### config.mk
export PLATFORM = sky130hd
export DESIGN_NAME = int_mul_var_ctrl
export DESIGN_NICKNAME = d
export VERILOG_FILES = /design/src/rtl/int_mul_var_pkg.sv /design/src/rtl/int_mul_var_shamt_enc.sv /design/src/rtl/int_mul_var_ctrl.sv
export SDC_FILE = /design/constraint.sdc
export NUM_CORES = 1
export LEC_CHECK = 0
export ABC_AREA = 1
export CAP_MARGIN = 40
export CORE_ASPECT_RATIO = 0.8
export CORE_MARGIN = 10
export CORE_UTILIZATION = 35
export DETAILED_ROUTE_END_ITERATION = 10
export PLACE_DENSITY = 0.67
export SLEW_MARGIN = 5
export SYNTH_ARGS = -nofsm -noshare
export SYNTH_HDL_FRONTEND = slang
export SYNTH_HIERARCHICAL = 1
export SYNTH_SLANG_ARGS = --single-unit
### constraint.sdc
create_clock -name clk -period 1.5 [get_ports clk]
set_input_delay 0.3 -clock clk [delete_from_list [all_inputs] [get_ports clk]]
set_output_delay 0.3 -clock clk [all_outputs]
set_load 0.02 [all_outputs]
### src/rtl/int_mul_var_pkg.sv
// Shared types and constants for the variable-latency multiplier controller.
package int_mul_var_pkg;

    typedef enum logic [1:0] {
        IDLE = 2'd0,
        CALC = 2'd1,
        DONE = 2'd2
    } state_e;

    localparam logic A_LD     = 1'b0;
    localparam logic A_SHIFT  = 1'b1;
    localparam logic B_LD     = 1'b0;
    localparam logic B_SHIFT  = 1'b1;
    localparam logic RES_ZERO = 1'b0;
    localparam logic RES_ADD  = 1'b1;
    localparam logic ADD_KEEP = 1'b0;
    localparam logic ADD_SUM  = 1'b1;

    localparam int SHAMT_W      = 4;
    localparam int SHAMT_WINDOW = 8;

endpackage

### src/rtl/int_mul_var_shamt_enc.sv
// Picks the per-cycle shift amount from b's low bits so runs of zeros are
// skipped in one step; a set bit 0 always shifts by exactly one after adding.
module int_mul_var_shamt_enc
    import int_mul_var_pkg::*;
(
    input  logic [SHAMT_WINDOW-1:0] b_lsb,
    output logic [SHAMT_W-1:0]      shamt
);

    always_comb begin
        shamt = SHAMT_W'(SHAMT_WINDOW);
        // Descending scan so the lowest set bit wins.
        for (int i = SHAMT_WINDOW - 1; i >= 1; i--) begin
            if (b_lsb[i]) shamt = SHAMT_W'(i);
        end
        if (b_lsb[0]) shamt = SHAMT_W'(1);
    end

endmodule

### src/rtl/int_mul_var_ctrl.sv
// Control FSM for the iterative multiplier: load, shift/add until b empties
// or the shift count reaches NBITS, then present the product.
module int_mul_var_ctrl
    import int_mul_var_pkg::*;
#(
    parameter int NBITS = 32
) (
    input  logic                    clk,
    input  logic                    reset_n,
    input  logic                    istream_val,
    output logic                    istream_rdy,
    output logic                    ostream_val,
    input  logic                    ostream_rdy,
    input  logic [SHAMT_WINDOW-1:0] b_lsb,
    input  logic                    b_zero,
    output logic                    a_mux_sel,
    output logic                    b_mux_sel,
    output logic                    result_mux_sel,
    output logic                    add_mux_sel,
    output logic                    a_en,
    output logic                    b_en,
    output logic                    result_en,
    output logic [SHAMT_W-1:0]      shamt
);

    localparam int CW = $clog2(NBITS) + 1;

    state_e              state, state_nxt;
    logic [CW-1:0]       count, count_nxt;
    logic [SHAMT_W-1:0]  enc_shamt;

    logic irdy_c, oval_c, amux_c, bmux_c, rmux_c, addm_c, aen_c, ben_c, ren_c;
    logic [SHAMT_W-1:0] shamt_c;

    int_mul_var_shamt_enc u_enc (
        .b_lsb (b_lsb),
        .shamt (enc_shamt)
    );

    always_ff @(posedge clk or negedge reset_n) begin
        if (!reset_n) begin
            state <= IDLE;
            count <= '0;
        end else begin
            state <= state_nxt;
            count <= count_nxt;
        end
    end

    always_comb begin
        state_nxt = state;
        count_nxt = count;
        irdy_c    = 1'b0;
        oval_c    = 1'b0;
        amux_c    = A_LD;
        bmux_c    = B_LD;
        rmux_c    = RES_ZERO;
        addm_c    = ADD_KEEP;
        aen_c     = 1'b0;
        ben_c     = 1'b0;
        ren_c     = 1'b0;
        shamt_c   = '0;
        case (state)
            IDLE: begin
                irdy_c = 1'b1;
                aen_c  = istream_val;
                ben_c  = istream_val;
                ren_c  = istream_val;
                if (istream_val) begin
                    state_nxt = CALC;
                    count_nxt = '0;
                end
            end
            CALC: begin
                // Exit is a pure check cycle; the datapath is left alone.
                if (b_zero || count >= CW'(NBITS)) begin
                    state_nxt = DONE;
                end else begin
                    aen_c     = 1'b1;
                    ben_c     = 1'b1;
                    ren_c     = 1'b1;
                    amux_c    = A_SHIFT;
                    bmux_c    = B_SHIFT;
                    rmux_c    = RES_ADD;
                    addm_c    = b_lsb[0] ? ADD_SUM : ADD_KEEP;
                    shamt_c   = enc_shamt;
                    count_nxt = count + CW'(enc_shamt);
                end
            end
            DONE: begin
                oval_c = 1'b1;
                if (ostream_rdy) state_nxt = IDLE;
            end
            default: state_nxt = IDLE;
        endcase
    end

    // Outputs are forced low for the whole time reset is held.
    assign istream_rdy    = reset_n & irdy_c;
    assign ostream_val    = reset_n & oval_c;
    assign a_mux_sel      = reset_n & amux_c;
    assign b_mux_sel      = reset_n & bmux_c;
    assign result_mux_sel = reset_n & rmux_c;
    assign add_mux_sel    = reset_n & addm_c;
    assign a_en           = reset_n & aen_c;
    assign b_en           = reset_n & ben_c;
    assign result_en      = reset_n & ren_c;
    assign shamt          = reset_n ? shamt_c : '0;

endmodule

==> insert_results.sql, run 1 <==
INSERT INTO impl_metrics (metric_group, metric, value, unit) VALUES
('detailed_routing', 'postRouteWirelength', '2120', 'um'),
('grt', 'global_route.usage.total', '9.91', '%'),
('cts', 'clkSinkCount', '8', ''),
('synthesis', 'postSynth.topFlopCell', 'sky130_fd_sc_hd__dfrtp_1', ''),
('critical_path', 'worst_ep_arrival_time', '1.33', 'ns'),
('die', 'ioPinCount', '26', ''),
('sta', 'report.final.setup_viol', '12', ''),
('detailed_routing', 'drt-vias-per-instance', '4.53', ''),
('placed_design', 'global_placement_routability_congestion', '0.841', ''),
('critical_path', 'worstPathRequired', '1.20', 'ns'),
('cts', 'clock_tree.buffer_depth', '2', ''),
('detailed_routing', 'drt_iter0_drc', '36', ''),
('synthesis', 'yosys_register_bits', '8', ''),
('power_and_ir_drop', 'peakVddDrop', '774', 'uV'),
('grt', 'grt_first_pass_wirelength', '3390', 'um'),
('die', 'initial_utilization', '37.3', '%'),
('job', 'max_cap_viol_count', '0', ''),
('detailed_routing', 'dr_wl_met2', '1090', 'um'),
('sta', 'setup_tns_after_final_layout', '-1.06', 'ns'),
('cells_and_area', 'nets', '169', ''),
('synthesis', 'synth.yosys.warnings', '6', ''),
('detailed_routing', 'drc_errors', '0', ''),
('detailed_routing', 'routed_wire_length_per_instance', '12.2', 'um'),
('critical_path', 'crit-reg2reg-launch', 'count[0]', ''),
('detailed_routing', 'vias', '784', ''),
('die', 'die_area', '0.00422', 'mm2'),
('synthesis', 'synth_enable_flop_cells', '0', ''),
('cts', 'ctsRootBufferMaster', 'sky130_fd_sc_hd__clkbuf_4', ''),
('detailed_routing', 'drt_pass1_iterations', '4', ''),
('synthesis', 'netlist.top_cell.by_area', 'sky130_fd_sc_hd__dfrtp_1', ''),
('synthesis', 'synthesis.instances', '102', ''),
('cells_and_area', 'flow.area_growth_from_synthesis', '80.0', '%'),
('die', 'die_y', '60.2', 'um'),
('critical_path', 'worstSetupPathType', 'reg2out', ''),
('sta', 'finalCriticalPeriod', '1.63', 'ns'),
('worst_hold_path', 'hp-class', 'in2async', ''),
('synthesis', 'fraction_of_synthesized_cell_area_taken_by_the_top_area_cell_type', '28.4', '%'),
('sta', 'grt_setup_unrepaired', 'true', ''),
('cells_and_area', 'drive_above_1_share', '63.8', '%'),
('sta', 'clock.fmax', '0.613', 'GHz'),
('die', 'fp-row-count', '14', ''),
('synthesis', 'synth_common_cells', '22 x sky130_fd_sc_hd__nand2_1, 19 x sky130_fd_sc_hd__inv_1, 13 x sky130_fd_sc_hd__nor2_1', ''),
('synthesis', 'syn-mean-instance-area', '6.92', 'um2'),
('synthesis', 'yosys-top-cells-area', 'sky130_fd_sc_hd__dfrtp_1 28%, sky130_fd_sc_hd__nand2_1 12%, sky130_fd_sc_hd__inv_1 10%', ''),
('outcome', 'failing_checks', 'negative setup slack', ''),
('sta', 'fin_worst_skew', '0.00674', 'ns'),
('cts', 'hold_buffers', '0', ''),
('outcome', 'status', 'complete, but fails checks', ''),
('detailed_routing', 'met3WireLength', '100', 'um'),
('synthesis', 'post_synthesis_async_set_or_reset_flop_share', '100', '%'),
('synthesis', 'synth_area', '706', 'um2'),
('detailed_routing', 'highest_layer', 'met3', ''),
('power_and_ir_drop', 'post_layout_power', '1520', 'uW'),
('grt', 'overflow', '0', ''),
('placed_design', 'numPlacedInstances', '163', ''),
('sta', 'worst_tran_pin_value', '0.166', 'ns'),
('cts', 'numCtsBuffers', '3', ''),
('grt', 'antenna_found_initial', '0', ''),
('sta', 'worst_case_headroom_to_the_max_slew_limit', '88.9', '%'),
('detailed_routing', 'final_antenna_net_count', '0', ''),
('placed_design', 'detailedPlace.worstSlack', '-0.802', 'ns'),
('grt', 'grt_pass1_vias', '764', ''),
('sta', 'timing_max_transition_violations_final', '0', ''),
('cells_and_area', 'fillCellCount', '152', ''),
('sta', 'finalCritPeriodShare', '109', '%'),
('critical_path', 'endpoint_of_the_most_critical_register_to_register_path', 'count[4]', ''),
('cts', 'ctsHtreeMaxLevel', '1', ''),
('cts', 'worst_setup_hold_path_clk_slew', '0.06', 'ns'),
('synthesis', 'synth.lib_cells_used.distinct', '21', ''),
('sta', 'timing.final.ws_setup', '-0.131', 'ns'),
('cts', 'tritoncts', 'yes', '');
==> layout make-up <==
cell class	count	area, um2	share of cell area, %
Clock buffer	3	22.5	1.77
Inverter	20	77.6	6.11
Multi-Input combinational cell	70	542	42.7
Sequential cell	8	200	15.8
Tap cell	24	30.0	2.36
Timing Repair Buffer	48	398	31.3
==> what timing repair did <==
| item | in CTS | in global routing |
|---|---|---|
| cloned | 0 | 0 |
| buffers inserted | 5 | 2 |
| pin swaps | 18 | 18 |
| setup endpoints to repair | 18 | 17 |
| gates resized for setup | 119 | 24 |
==> registers in the layout (all words and copies together) (netlist names) <==
register,cells
count,6
state,2
==> placed cells by master (no fill, tap or decap), drive strengths merged, types with 2 or more instances in the layout <==
| cell | instances |
|---|---|
| a21oi | 7 |
| buf | 42 |
| clkbuf | 4 |
| clkdlybuf4s50 | 2 |
| dfrtp | 8 |
| dlygate4sd2 | 2 |
| ha | 4 |
| inv | 20 |
| nand2 | 26 |
| nand3 | 8 |
| nor2 | 17 |
| o21ai | 3 |
| or2 | 2 |
==> where the power goes <==
group          leakage [uW]  total [uW]  switching [uW]  internal (uW)
Clock             0.0000138         170            78.3           91.9
Sequential         0.000106         353            66.3            287
Combinational      0.000530         999             527            472
Total              0.000649        1520             671            851
==> cells by family (layout without fill, tap and decap cells) <==
group	count (synthesis)	count (layout)	share of synthesized area, %
adders and majority gates	5	5	9.93
DFF	8	8	28.4
AOI/OAI and AO/OA	11	11	9.75
buffers and inverters	24	71	14.9
and+or+nand+nor	54	54	37.1
==> through the flow <==
stage               util (%)  hold WS [ns]  instance area [um2]
floorplan                  -       0.00441                  722
global placement        57.7         0.499                 1090
detailed placement      57.7         0.504                 1090
CTS                     62.3         0.136                 1180
global route            67.1         0.155                 1270
finish                  67.1         0.129                 1270
==> worst max-delay path, stage by stage (launching register included) <==
cell                      delay (ns)
sky130_fd_sc_hd__dfrtp_1        0.40
sky130_fd_sc_hd__nor2_4         0.15
sky130_fd_sc_hd__nand2_4        0.09
sky130_fd_sc_hd__nor2_4         0.13
sky130_fd_sc_hd__inv_4          0.07
sky130_fd_sc_hd__nor2_2         0.10
sky130_fd_sc_hd__buf_6          0.12
==> worst max path at each step <==
stage,slack (ns),start,end
after CTS,-0.15,state[0],shamt[2]
after global routing,-0.19,state[1],shamt[3]
final,-0.13,state[1],shamt[1]
after floorplan,-0.09,b_lsb[6],count[2]
after detailed placement,-0.80,b_lsb[6],shamt[3]
after global placement,-0.79,b_lsb[0],shamt[2]
==> routing by layer <==
layer | vias up | track usage, %
met3 | 0 | 4.47
met2 | 16 | 17.0
li1 | 401 | -
met1 | 367 | 11.6
met4 | 0 | 0.843
met5 | - | 0
(Power assumes the default switching activity.)
==> run 2, diff against run 1 <==
--- a/constraint.sdc
+++ b/constraint.sdc
@@ -3,2 +3,2 @@
 set_output_delay 0.3 -clock clk [all_outputs]
-set_load 0.02 [all_outputs]
+set_load 0.01 [all_outputs]
==> run 2 against run 1 <==
Effect of this change: critical endpoint is now b_mux_sel; the flow still finishes with violations (negative setup slack); utilization down 2.3 points; largest cell class unchanged; critical path type unchanged; largest power group unchanged; via count up 0.13%; non-clock buffer count down 5; total power down 11%; hold slack worse by 0.019 ns; setup slack worse by 0.0046 ns.
==> insert_results.sql, run 2 (synthesized netlist as in run 1, its figures left out) <==
INSERT INTO impl_metrics (metric_group, metric, value, unit) VALUES
('critical_path', 'cp_launch_point', 'state[0]', ''),
('grt', 'overflow', '0', ''),
('critical_path', 'reg2regPathDepth', '8', ''),
('sta', 'report.final.setup_viol', '14', ''),
('cells_and_area', 'largest_register_ff_count', '6', ''),
('worst_hold_path', 'hp-class', 'in2async', ''),
('critical_path', 'crit-reg2reg-launch', 'count[0]', ''),
('placed_design', 'port-buffer-count', '25', ''),
('power_and_ir_drop', 'internal_power', '777', 'uW'),
('die', 'die_y', '60.2', 'um'),
('sta', 'finalCritPeriodShare', '109', '%'),
('outcome', 'failing_checks', 'negative setup slack', ''),
('die', 'die_area', '0.00422', 'mm2'),
('critical_path', 'worst-path-buf-inv', '2', ''),
('power_and_ir_drop', 'p_per_area', '1110', 'mW/mm2'),
('detailed_routing', 'drt-vias-per-instance', '4.67', ''),
('sta', 'timing_max_transition_violations_final', '0', ''),
('cells_and_area', 'multi_input_comb_area', '526', 'um2'),
('power_and_ir_drop', 'switching_share', '42.7', '%'),
('cells_and_area', 'drive_above_1_share', '58.3', '%'),
('critical_path', 'setup.reg_to_reg.worst_slack', '0.05', 'ns'),
('cells_and_area', 'regMostFlops', 'count', ''),
('detailed_routing', 'routed_wire_length_per_instance', '12.6', 'um'),
('cts', 'clock_tree.buffer_depth', '2', ''),
('cells_and_area', 'finish.instance_area', '0.00123', 'mm2'),
('grt', 'grt_first_pass_wirelength', '3370', 'um'),
('detailed_routing', 'drt_iter0_drc', '9', ''),
('power_and_ir_drop', 'power_leakage', '0.000623', 'uW'),
('cells_and_area', 'diodes', '0', ''),
('outcome', 'status', 'complete, but fails checks', ''),
('power_and_ir_drop', 'pwr-share-comb', '61.4', '%'),
('cells_and_area', 'final_cell_mix', '17 x sky130_fd_sc_hd__buf_4, 15 x sky130_fd_sc_hd__nand2_1, 13 x sky130_fd_sc_hd__inv_1', ''),
('cts', 'numCtsBuffers', '3', ''),
('cts', 'hold_buffers', '0', ''),
('critical_path', 'maximum_net_fanout_on_the_critical_path', '4', ''),
('die', 'initial_utilization', '37.3', '%'),
('placed_design', 'placed_cell_area', '0.00107', 'mm2'),
('critical_path', 'crit_slowest_cell', 'sky130_fd_sc_hd__dfrtp_1', ''),
('sta', 'clock.fmax', '0.611', 'GHz'),
('die', 'core', '0.00189', 'mm2'),
('detailed_routing', 'vias', '785', ''),
('sta', 'worst_tran_pin_value', '0.176', 'ns'),
('power_and_ir_drop', 'peakVddDrop', '924', 'uV'),
('cts', 'worst_setup_hold_path_clk_slew', '0.05', 'ns'),
('grt', 'global_route.usage.total', '9.87', '%'),
('critical_path', 'worstPathRequired', '1.20', 'ns'),
('critical_path', 'critical_path.cell_chain', 'inv_2, nor2_4, nand2_4, nor2_4, dlygate4sd2_1', ''),
('critical_path', 'endpoint', 'b_mux_sel', ''),
('cells_and_area', 'flow.area_growth_from_synthesis', '73.8', '%'),
('cts', 'worst_skew_pair.late_latency', '0.25', 'ns'),
('job', 'max_cap_viol_count', '0', ''),
('critical_path', 'worstSetupPathType', 'reg2out', ''),
('cells_and_area', 'largestRegisters', 'count (6), state (2)', ''),
('die', 'ioPinCount', '26', ''),
('grt', 'grt_pass1_vias', '775', ''),
('cells_and_area', 'layout_commonest_cell', 'sky130_fd_sc_hd__buf_4', ''),
('sta', 'finalCriticalPeriod', '1.64', 'ns'),
('critical_path', 'setup.worst_path.start_class', 'flip-flop', ''),
('critical_path', 'endpoint_of_the_most_critical_register_to_register_path', 'count[4]', ''),
('critical_path', 'cell_class_contributing_the_biggest_share_of_worst_path_delay', 'flip-flops', ''),
('power_and_ir_drop', 'power_frac_seq', '26.5', '%'),
('cells_and_area', 'fillCellCount', '162', ''),
('placed_design', 'global_placement_routability_congestion', '0.730', ''),
('cts', 'ctsHtreeMaxLevel', '1', ''),
('sta', 'fin_worst_skew', '0.00195', 'ns'),
('power_and_ir_drop', 'power_frac_clock', '12.1', '%'),
('cells_and_area', 'register_area', '200', 'um2'),
('power_and_ir_drop', 'power.switching', '579', 'uW'),
('detailed_routing', 'postRouteWirelength', '2120', 'um'),
('cts', 'tritoncts', 'yes', ''),
('grt', 'antenna_found_initial', '0', ''),
('critical_path', 'highest_cell_delay_on_the_worst_timing_path', '0.38', 'ns'),
('sta', 'timing.final.ws_setup', '-0.136', 'ns'),
('die', 'floorplan.die.width', '70.2', 'um'),
('detailed_routing', 'drc_errors', '0', ''),
('sta', 'timing_hold_violations_final', '0', ''),
('critical_path', 'timing.critical_path.depth', '5', ''),
('detailed_routing', 'final_antenna_net_count', '0', ''),
('cts', 'clkSinkCount', '8', ''),
('cells_and_area', 'core_util_final', '64.8', '%'),
('cts', 'ctsRootBufferMaster', 'sky130_fd_sc_hd__clkbuf_4', ''),
('critical_path', 'worst_ep_arrival_time', '1.34', 'ns'),
('grt', 'grt_max_degree', '9', ''),
('cells_and_area', 'nets', '164', ''),
('die', 'fp-row-count', '14', ''),
('detailed_routing', 'drt_pass1_iterations', '4', ''),
('placed_design', 'hpwl', '1680', 'um'),
('critical_path', 'crit_path_top_cell_by_count', 'sky130_fd_sc_hd__nor2_4', ''),
('sta', 'grt_setup_unrepaired', 'true', ''),
('critical_path', 'worst_setup_end_kind', 'output port', ''),
('sta', 'worst_case_headroom_to_the_max_slew_limit', '88.2', '%');
-- run 2: changes by cell type in the layout (fill, tap and decap cells not counted), sizes merged --
cell / before / now
clkdlybuf4s15: 1 / 7
buf: 42 / 29
dlygate4sd2: 2 / 5
clkbuf: 4 / 3
-- run 2: area by class of cell --
| cell class | instances | area share (%) |
|---|---|---|
| inverters | 20 | 6.94 |
| multi-input cells | 70 | 42.9 |
| flip-flops and latches | 8 | 16.3 |
| well taps | 24 | 2.45 |
| repair buffers | 43 | 29.6 |
| clock buffers | 3 | 1.84 |
-- run 2: repair_timing --
action | 4_1_cts | 5_1_grt
setup buffers | 5 | 0
resized for setup | 90 | 18
gates cloned | 0 | 0
pin swaps | 21 | 22
setup endpoints to repair | 18 | 17
-- run 2: routing by layer --
layer | GRT usage [%] | vias to the layer above | wire length (um) | share of wire [%]
met5 | 0 | - | 0 | 0
met4 | 2.53 | 0 | 0 | 0
met3 | 4.14 | 0 | 120 | 5.7
met2 | 17.3 | 26 | 1090 | 51
met1 | 10.9 | 364 | 909 | 43
li1 | - | 395 | - | -
-- run 2: worst min path at each step --
stage	startpoint	to	slack, ns
after CTS	reset_n	state[0]	0.10
after global routing	reset_n	state[0]	0.11
after detailed placement	count[0]	count[0]	0.51
after global placement	count[0]	count[0]	0.50
after floorplan	reset_n	count[0]	0.004
final	reset_n	state[0]	0.11
-- run 2: through the flow --
| step | power, uW | hold slack [ns] | setup slack (ns) | setup TNS (ns) | cells |
|---|---|---|---|---|---|
| after detailed placement | 1060 | 0.512 | -0.887 | -12.37 | 160 |
| after global placement | 1040 | 0.495 | -0.823 | -11.53 | 160 |
| after global routing | 1490 | 0.105 | -0.240 | -2.88 | 168 |
| after CTS | 1320 | 0.104 | -0.180 | -1.71 | 168 |
| final | 1360 | 0.110 | -0.136 | -1.50 | 168 |
| after floorplan | 768 | 0.00441 | -0.0805 | -0.158 | 102 |
-- run 2: power groups by stage --
stage	combinational, uW	sequential [uW]	clock [uW]
floorplan	426	341	0
global placement	690	351	0
detailed placement	709	355	0
CTS	785	362	174
global route	935	368	185
finish	833	360	164
==> run 3, diff against run 2 <==
- SKIP_CTS_REPAIR_TIMING: default -> 1
==> run 3 against run 2 <==
Effect of this change: the run still ends with negative setup slack left; sequential cell count is the same; via count is 0.38% lower; non-clock buffer count up 2; total power is 0.90% lower; clock power hardly changed; first-iteration DRC count is 56% higher; critical endpoint is now add_mux_sel; count of clock-buffer cells in the layout unchanged.
==> insert_results.sql, run 3 (synthesized netlist as in run 1, its figures left out) <==
INSERT INTO impl_metrics (metric_group, metric, value, unit) VALUES
('outcome', 'status', 'complete, but fails checks', ''),
('outcome', 'failing_checks', 'negative setup slack', ''),
('critical_path', 'setup.worst_path.start_class', 'flip-flop', ''),
('sta', 'finalCriticalPeriod', '1.63', 'ns'),
('cells_and_area', 'largestRegisters', 'count (6), state (2)', ''),
('cells_and_area', 'core_util_final', '64.9', '%'),
('cts', 'worst_setup_hold_path_clk_slew', '0.05', 'ns'),
('sta', 'timing_max_transition_violations_final', '0', ''),
('sta', 'finalCritPeriodShare', '108', '%'),
('detailed_routing', 'routed_wire_length_per_instance', '13.2', 'um'),
('sta', 'setup_tns_after_final_layout', '-1.34', 'ns'),
('cts', 'numCtsBuffers', '3', ''),
('placed_design', 'global_placement_routability_congestion', '0.730', ''),
('grt', 'grt_pass1_vias', '761', ''),
('critical_path', 'crit_path_top_cell_by_count', 'sky130_fd_sc_hd__nor2_4', ''),
('critical_path', 'crit_slowest_cell', 'sky130_fd_sc_hd__dfrtp_1', ''),
('die', 'die_y', '60.2', 'um'),
('power_and_ir_drop', 'power_leakage', '0.000682', 'uW'),
('sta', 'timing.final.ws_setup', '-0.126', 'ns'),
('detailed_routing', 'postRouteWirelength', '2240', 'um'),
('sta', 'fin_worst_skew', '0.00247', 'ns'),
('power_and_ir_drop', 'peakVddDrop', '940', 'uV'),
('cells_and_area', 'final_cell_mix', '20 x sky130_fd_sc_hd__buf_4, 15 x sky130_fd_sc_hd__nand2_1, 13 x sky130_fd_sc_hd__inv_1', ''),
('cts', 'ctsHtreeMaxLevel', '1', ''),
('job', 'max_cap_viol_count', '0', ''),
('cts', 'tritoncts', 'yes', ''),
('sta', 'grt_setup_unrepaired', 'true', ''),
('cells_and_area', 'register_area', '201', 'um2'),
('critical_path', 'maximum_net_fanout_on_the_critical_path', '5', ''),
('placed_design', 'hpwl', '1680', 'um'),
('cts', 'worst_skew_pair.late_latency', '0.25', 'ns'),
('cells_and_area', 'fillCellCount', '156', ''),
('cells_and_area', 'drive_above_1_share', '58.9', '%'),
('die', 'fp-row-count', '14', ''),
('grt', 'grt_first_pass_wirelength', '3160', 'um'),
('die', 'initial_utilization', '37.3', '%'),
('cells_and_area', 'regMostFlops', 'count', ''),
('detailed_routing', 'vias', '782', ''),
('cts', 'ctsRootBufferMaster', 'sky130_fd_sc_hd__clkbuf_4', ''),
('cts', 'clkSinkCount', '8', ''),
('sta', 'timing.hold.ws', '0.00786', 'ns'),
('critical_path', 'cell_class_contributing_the_biggest_share_of_worst_path_delay', 'simple AND/OR/NAND/NOR gates', ''),
('cells_and_area', 'layout_commonest_cell', 'sky130_fd_sc_hd__buf_4', ''),
('cells_and_area', 'largest_register_ff_count', '6', ''),
('power_and_ir_drop', 'post_layout_power', '1340', 'uW'),
('die', 'floorplan.die.width', '70.2', 'um'),
('die', 'ioPinCount', '26', ''),
('cells_and_area', 'diodes', '0', ''),
('critical_path', 'worst-path-buf-inv', '3', ''),
('cells_and_area', 'multi_input_comb_area', '522', 'um2'),
('grt', 'grt_max_degree', '9', ''),
('grt', 'global_route.usage.total', '9.21', '%'),
('critical_path', 'worstSetupPathType', 'reg2out', ''),
('placed_design', 'port-buffer-count', '25', ''),
('detailed_routing', 'drt_pass1_iterations', '4', ''),
('die', 'core', '0.00189', 'mm2'),
('critical_path', 'worstPathRequired', '1.20', 'ns'),
('sta', 'report.final.setup_viol', '14', ''),
('detailed_routing', 'final_antenna_net_count', '0', ''),
('die', 'die_area', '0.00422', 'mm2'),
('sta', 'clock.fmax', '0.615', 'GHz'),
('placed_design', 'placed_cell_area', '0.00107', 'mm2'),
('cells_and_area', 'finish.instance_area', '0.00123', 'mm2'),
('critical_path', 'worst_setup_end_kind', 'output port', ''),
('grt', 'antenna_found_initial', '0', ''),
('worst_hold_path', 'hp-class', 'in2async', ''),
('sta', 'worst_case_headroom_to_the_max_slew_limit', '88.3', '%'),
('detailed_routing', 'drc_errors', '0', ''),
('detailed_routing', 'drt-vias-per-instance', '4.60', ''),
('grt', 'overflow', '0', ''),
('sta', 'timing_hold_violations_final', '0', ''),
('cts', 'clock_tree.buffer_depth', '2', ''),
('critical_path', 'highest_cell_delay_on_the_worst_timing_path', '0.36', 'ns'),
('cells_and_area', 'flow.area_growth_from_synthesis', '73.9', '%'),
('sta', 'worst_tran_pin_value', '0.175', 'ns'),
('power_and_ir_drop', 'p_per_area', '1100', 'mW/mm2'),
('cells_and_area', 'nets', '166', ''),
('critical_path', 'critical_path.cell_chain', 'inv_2, nor2_4, nand2_4, nor2_4, inv_4, nor2_2, buf_2', ''),
('critical_path', 'worst_ep_arrival_time', '1.33', 'ns'),
('detailed_routing', 'drt_iter0_drc', '14', '');
[run 3: changes by cell type in the layout (fill, tap and decap cells not counted), sizes merged]
cell,delta
buf,+3
dlymetal6s2s,+7
dlygate4sd2,-5
clkdlybuf4s15,-7
clkbuf,+4
[run 3: final cells by class]
| type | instances | area share, % |
|---|---|---|
| clock buffer | 3 | 1.83 |
| multi-input combinational | 70 | 42.5 |
| tap | 24 | 2.45 |
| inverter | 20 | 6.93 |
| timing repair buffer | 45 | 29.9 |
| sequential | 8 | 16.4 |
[run 3: per-stage QoR]
step | setup slack (ns) | cells
after floorplan | -0.0805 | 102
after global placement | -0.823 | 160
after detailed placement | -0.887 | 160
after CTS | -0.887 | 163
after global routing | -0.234 | 170
final | -0.126 | 170
[run 3: worst reg2reg max path: cells and delay by family (launching register included)]
kind,cells,cell delay (ns)
fa+ha+maj,2,0.54
flops,1,0.40
simple gates,7,0.47
[run 3: power breakdown]
group | internal, uW | total (uW) | switching [uW]
registers | 289 | 363 | 73.5
logic | 387 | 818 | 432
clock network | 91.4 | 163 | 71.8
total | 767 | 1340 | 577
[run 3: metal layers]
layer  wire [um]  share of wire [%]  track usage [%]  vias up
met4          14               0.63             2.53        0
met2        1170                 52             16.5       21
met3         103                4.6             4.30        2
li1            -                  -                -      398
met5           0                  0                0        -
met1         950                 42             9.60      361
[run 3: worst paths after layout]
path / from / to / slack [ns] / cells past startpoint
worst max-delay path: state[0] / add_mux_sel / -0.13 / 7
worst min-delay path: reset_n / state[0] / 0.008 / 2
worst max register to register: count[0] / count[4] / 0.03 / 9
worst min register to register: count[3] / count[3] / 0.52 / 2
max in group asynchronous: reset_n / state[1] / 1.35 / 2
min in group clk: b_zero / state[1] / 0.34 / 3
